<file path="src/rtl/vedic_div_32.sv">
// vedic_div_32: sequential unsigned restoring divider, one quotient bit per clock, valid/ready in and out.
module vedic_div_32 #(
  parameter int WIDTH = 32
) (
  input  logic             clk,
  input  logic             rst_n,
  input  logic             in_valid,
  output logic             in_ready,
  input  logic [WIDTH-1:0] a,
  input  logic [WIDTH-1:0] b,
  output logic             out_valid,
  input  logic             out_ready,
  output logic [WIDTH-1:0] q,
  output logic [WIDTH-1:0] r,
  output logic             dbz
);
  localparam int CW = WIDTH > 1 ? $clog2(WIDTH) : 1;
  typedef enum logic [1:0] {IDLE, CALC, DONE} state_t;
  state_t r_state, w_next;
  logic [WIDTH-1:0] r_rem, r_qsr, r_div, r_q, r_r;
  logic [CW-1:0] r_cnt;
  logic r_dbz;
  logic [WIDTH:0] w_shift, w_trial;
  logic [WIDTH-1:0] w_rem_n, w_qsr_n;
  logic w_accept, w_last, w_neg;
  assign in_ready  = r_state == IDLE;
  assign out_valid = r_state == DONE;
  assign w_accept  = in_valid && in_ready;
  assign w_last    = r_cnt == '0;
  assign q   = r_q;
  assign r   = r_r;
  assign dbz = r_dbz;
  // Trial subtraction is WIDTH+1 bits wide, so the borrow bit alone decides restore.
  assign w_shift = {r_rem, r_qsr[WIDTH-1]};
  assign w_trial = w_shift - {1'b0, r_div};
  assign w_neg   = w_trial[WIDTH];
  assign w_rem_n = w_neg ? w_shift[WIDTH-1:0] : w_trial[WIDTH-1:0];
  assign w_qsr_n = {r_qsr[WIDTH-2:0], ~w_neg};
  always_ff @(posedge clk or negedge rst_n)
    if (!rst_n) r_state <= IDLE;
    else r_state <= w_next;
  always_comb begin
    w_next = r_state;
    w_next = r_state == IDLE ? (w_accept ? (b == '0 ? DONE : CALC) : IDLE)
           : r_state == CALC ? (w_last ? DONE : CALC)
           : (out_ready ? IDLE : DONE);
  end
  always_ff @(posedge clk or negedge rst_n)
    if (!rst_n) begin
      r_rem <= '0;
      r_qsr <= '0;
      r_div <= '0;
      r_cnt <= '0;
      r_q   <= '0;
      r_r   <= '0;
      r_dbz <= 1'b0;
    end else if (w_accept) begin
      r_div <= b;
      if (b == '0) begin
        r_q   <= '1;
        r_r   <= a;
        r_dbz <= 1'b1;
      end else begin
        r_rem <= '0;
        r_qsr <= a;
        r_cnt <= CW'(WIDTH - 1);
        r_dbz <= 1'b0;
      end
    end else if (r_state == CALC) begin
      r_rem <= w_rem_n;
      r_qsr <= w_qsr_n;
      r_cnt <= r_cnt - 1'b1;
      if (w_last) begin
        r_q <= w_qsr_n;
        r_r <= w_rem_n;
      end
    end
endmodule

</file>
<file path="config.mk">
export PLATFORM = sky130hd
export DESIGN_NAME = vedic_div_32
export DESIGN_NICKNAME = d
export VERILOG_FILES = /design/src/rtl/vedic_div_32.sv
export SDC_FILE = /design/constraint.sdc
export NUM_CORES = 1
export LEC_CHECK = 0
export BUFFER_PORTS_ARGS = -buffer_cell sky130_fd_sc_hd__buf_2
export CAP_MARGIN = 5
export CORE_MARGIN = 8
export CORE_UTILIZATION = 45
export CTS_CLUSTER_SIZE = 8
export DETAILED_ROUTE_END_ITERATION = 8
export PLACE_DENSITY = 0.61
export REMOVE_ABC_BUFFERS = 1
export SLEW_MARGIN = 5
export SYNTH_ARGS = -nofsm -noshare
export SYNTH_HDL_FRONTEND = slang
export SYNTH_SLANG_ARGS = --single-unit
</file>
<file path="constraint.sdc">
create_clock -name clk -period 6.6 [get_ports clk]
set_input_delay 1.32 -clock clk [delete_from_list [all_inputs] [get_ports clk]]
set_output_delay 1.32 -clock clk [all_outputs]
set_load 0.02 [all_outputs]
</file>
* Word level (Yosys, flattened, before mapping)
Index checks and enable logic that the tools add are counted.
** Storage, ports and cells
- Register bits :: 168
- Input port bits :: 68
- Output and inout bits :: 67
- Logic and storage cells :: 48
** Cells by class
- Add/sub/neg operators :: 2
- Eq/ne operators :: 4
- Mux-type cells :: 25
- Bitwise logic cells :: 1
- Reduce and logical (&&, ||, !) cells :: 8
** Operators with widths (number)
- two-way mux 32 bit :: 15
- subtractor 33 x 32 -> 33 bit :: 1
- zero test 32 bit :: 1
- two-way mux 5 bit :: 3
- two-way mux 2 bit :: 6
- zero test 5 bit :: 1
- subtractor 5 x 1 -> 5 bit (second input constant) :: 1
- nonzero test 2 bit :: 2
- AND reduction 3 bit :: 1
- == test 2 x 1 -> 1 bit (second input constant) :: 1
- == test 2 bit (second input constant) :: 1
- zero test 2 bit :: 1
- != test 2 x 1 -> 1 bit (second input constant) :: 1
- != test 2 bit (second input constant) :: 1
- AND reduction 2 bit :: 1
- logical AND 1 bit :: 1
- two-way mux 1 bit :: 1
- inverter 1 bit :: 1

* Logic depth before layout (Yosys ltp)
- Depth in word-level cells :: 5
- Gate-level depth with buffers :: 14
- Depth with buffers taken out :: 12

* Worst setup path after synthesis
Ideal clock, no wire load.
- Path kind :: input-to-reg
- Start :: in b[1]
- End :: reg r_cnt[0]
- Library setup time :: 0.139 ns
- Arrival :: 2.952 ns
- Data required time :: 6.461 ns
- Slack :: 3.509 ns
- Stages :: 8
- Path buffers :: 2
- Cell sequence :: nor4_1 nand2_1 nor3_1 nor2_1 nor2_1 clkbuf_1 buf_1 mux2i_1
** Between the ends
- Cells in the longest elaborated chain, start to end :: 3
** Ends and longest elaborated chain
- from (decl) :: line 10 : input logic [WIDTH-1:0] b,
- zero test 32 bit :: line 59 : if (b == '0) begin
- != test 2 bit (no source line)
- AND reduction 2 bit (no source line)
- to (signal assigned) :: line 66 : r_cnt <= CW'(WIDTH - 1);
- to (signal assigned) :: line 72 : r_cnt <= r_cnt - 1'b1;
- to (decl) :: line 21 : logic [CW-1:0] r_cnt;
Every way passes these cells.
A chain may end at the register's enable or synchronous reset.

* Worst setup path after layout
- Start :: in b[16]
- End :: reg r_r[15], in the netlist r[15]
** Between the ends
- Cells in the longest elaborated chain, start to end :: 3
** Ends and longest elaborated chain
- zero test 32 bit :: line 59
- != test 2 x 1 -> 1 bit (no source line)
- AND reduction 3 bit (no source line)
- to (signal assigned) :: line 75 : r_r <= w_rem_n;
- to (decl) :: line 20 : logic [WIDTH-1:0] r_rem, r_qsr, r_div, r_q, r_r;
Every way passes these cells.

==> flow_summary.yaml <==
die:
  coreArea_sq_um: 21000
  fp.dieH_um: 162
  initial_utilization_pct: 45.8
  row_count: 53
  ios: 135
  die-area_sq_um: 26300
  fp.dieW_um: 162
job:
  maxCapViolCount: 0
setup_path:
  cp.required_ns: 6.92
  cp_max_fo: 33
  critPathLaunch: "b[16]"
  critPathLaunchType: "primary input"
  cp.arrival_ns: 4.37
  cp-end-kind: "flop"
  reg2reg_from: "r_rem[26]"
  critPathKind: "in2reg"
final_layout:
  final.fill_count: 2040
  nets: 1298
  drive_gt1_share_pct: 16.6
  diodes: 0
  syn_to_final_growth_pct: 15.0
  final_common_cell: "nand2_1"
  final_cell_mix: "nand2_1 (195), dfrtp_1 (168), o21ai_0 (138)"
place:
  numPortBuffers: 134
  hpwlAfterDp_um: 20300
  gp_congestion: 0.924
clocking:
  cts_buffers: 17
  max-clock-path-buffers: 2
  cts_htree_levels: 4
  cts_root_buf: "clkbuf_16"
  cts_sinks: 168
  cts_tree: "built"
  cts_resized: 0
  insertion_delay_ns: 0.43
  cts_setup_buffers: 0
  path_clk_slew_ns: 0.07
  ctsHoldBuffers: 0
sta:
  fin_skew_ns: 0.00950
  rsz0062_at_grt: "no"
  setup_violations: 0
  drv_slew: 0
  period_needed_ns: 4.04
  tightest_slew_ns: 1.09
  fmax_ghz: 0.247
  slew_headroom_pct: 27.5
  hold_viol_final: 0
  setup_tns_ns: 0
  period_share_pct: 61.2
yosys:
  synth-edff-count: 0
  synthesis.area_sq_um: 9630
  synth_ff_type: "dfrtp_1"
  synth_top_cell_area_share_pct: 43.6
  synth_seq_cells: 168
  synth_cell_types: 71
  synthArstFlopShare_pct: 100
  yosysTopAreaCell: "dfrtp_1"
  seq_area_frac_synth_pct: 43.6
  ys_warn_count: 0
  synthTopCellsByArea: "dfrtp_1 (44%), nand2_1 (7.6%), o21ai_0 (7.2%)"
  syn_inst: 1103
  avgSynthCellArea_sq_um: 8.73
detailed_routing:
  final_antenna_net_count: 0
  dr_total_vias: 8562
  viasPerCell: 5.77
  drc_errors: 0
  highest_layer: "met4"
  met1_length_um: 12700
  dr.pass1.iters: 7
  avgRoutedWirePerCell_um: 19.2
  dr_wl_met2_um: 13500
  dr.first_iter.drc_count: 756
  wl_met3_um: 1730
  drt_wl_total_um: 28400
global_routing:
  grt_usage_pct: 21.6
  antenna_found_initial: 0
  grt_first_pass_wirelength_um: 45800
  grt-ovfl-total: 0
  grt_max_degree: 64
  grt_pass1_vias: 8520
min_path:
  hp-class: "reg2reg"
  worstHoldStart: "r[14]"
status:
  outcome: "completed"
[registers in the layout, summed over array words and instances (netlist names)]
signal / count
r_rem: 32
r_cnt: 5
r_qsr: 32
r: 32
r_div: 32
q: 32
dbz: 1
r_state: 2
[cell type report]
class | count | area (sq um) | area share (%)
clock buffers | 17 | 425 | 3.84
inverters | 50 | 188 | 1.69
well taps | 275 | 344 | 3.11
multi-input cells | 813 | 4970 | 44.9
repair buffers | 145 | 759 | 6.86
clock inverters | 15 | 186 | 1.68
flip-flops and latches | 168 | 4200 | 37.9
[Yosys cell counts (5+ instances only)]
| master | count |
|---|---|
| buf_2 | 5 |
| and3_1 | 8 |
| nor3_1 | 20 |
| nor2_1 | 35 |
| xnor2_1 | 19 |
| a22o_1 | 5 |
| a21oi_1 | 61 |
| or3_1 | 27 |
| a211oi_1 | 10 |
| clkbuf_1 | 59 |
| dfrtp_1 | 168 |
| a221o_1 | 6 |
| a21o_1 | 6 |
| mux2i_1 | 49 |
| o21ai_0 | 138 |
| o211ai_1 | 6 |
| nand4_1 | 8 |
| xor2_1 | 8 |
| o21a_1 | 7 |
| nor4_1 | 10 |
| o31ai_1 | 11 |
| nand3_1 | 46 |
| or2_2 | 5 |
| inv_1 | 49 |
| buf_1 | 5 |
| nand2_1 | 195 |
| a221oi_1 | 10 |
| a31oi_1 | 8 |
| ha_1 | 34 |
[final timing paths]
kind,end,slack [ns],depth (start not counted)
max,r[15],2.56,9
min,r[14],0.48,2
max reg2reg,r[11],2.73,9
min reg2reg,r[14],0.48,2
max in group asynchronous,r[10],4.52,2
min in group asynchronous,q[6],0.87,1
[metrics by stage]
stage	cells	setup WS (ns)	util [%]	hold WS (ns)	instance area (sq um)
6_report	1483	2.56	52.7	0.483	11100
3_3_place_gp	1451	2.18	49.8	0.460	10500
4_1_cts	1483	2.56	52.7	0.485	11100
5_1_grt	1483	2.19	52.7	0.504	11100
3_5_place_dp	1451	2.12	49.8	0.471	10500
2_1_floorplan	1031	0.544	-	0.450	9350
[critical path, cell delays in order]
cell	delay [ns]
buf_2	0.11
nor4_1	0.53
nand4_1	0.26
nor3_1	0.44
nand2_1	0.10
buf_4	0.27
nand2_1	0.83
o21ai_0	0.22
o31ai_1	0.27
[cells by family (layout without fill, tap and decap cells)]
family	after synthesis	after routing	share of synthesized area, %
xor gates and xnor gates	27	27	2.45
muxes	55	55	5.95
buffers and inverters	122	227	4.95
and+or+nand+nor	378	378	17.9
adders and majority gates	35	35	4.62
DFF	168	168	43.6
AOI/OAI and AO/OA	318	318	20.5
[per-layer routing]
| metal | vias up | GRT usage, % |
|---|---|---|
| li1 | 4131 | - |
| met1 | 4126 | 28.6 |
| met2 | 270 | 35.0 |
| met3 | 35 | 4.81 |
| met4 | 0 | 6.27 |
| met5 | - | 0 |
Power is left out: the tool's default activity adds up to more than one toggle a clock period on the data nets, which glitch-free logic cannot reach.
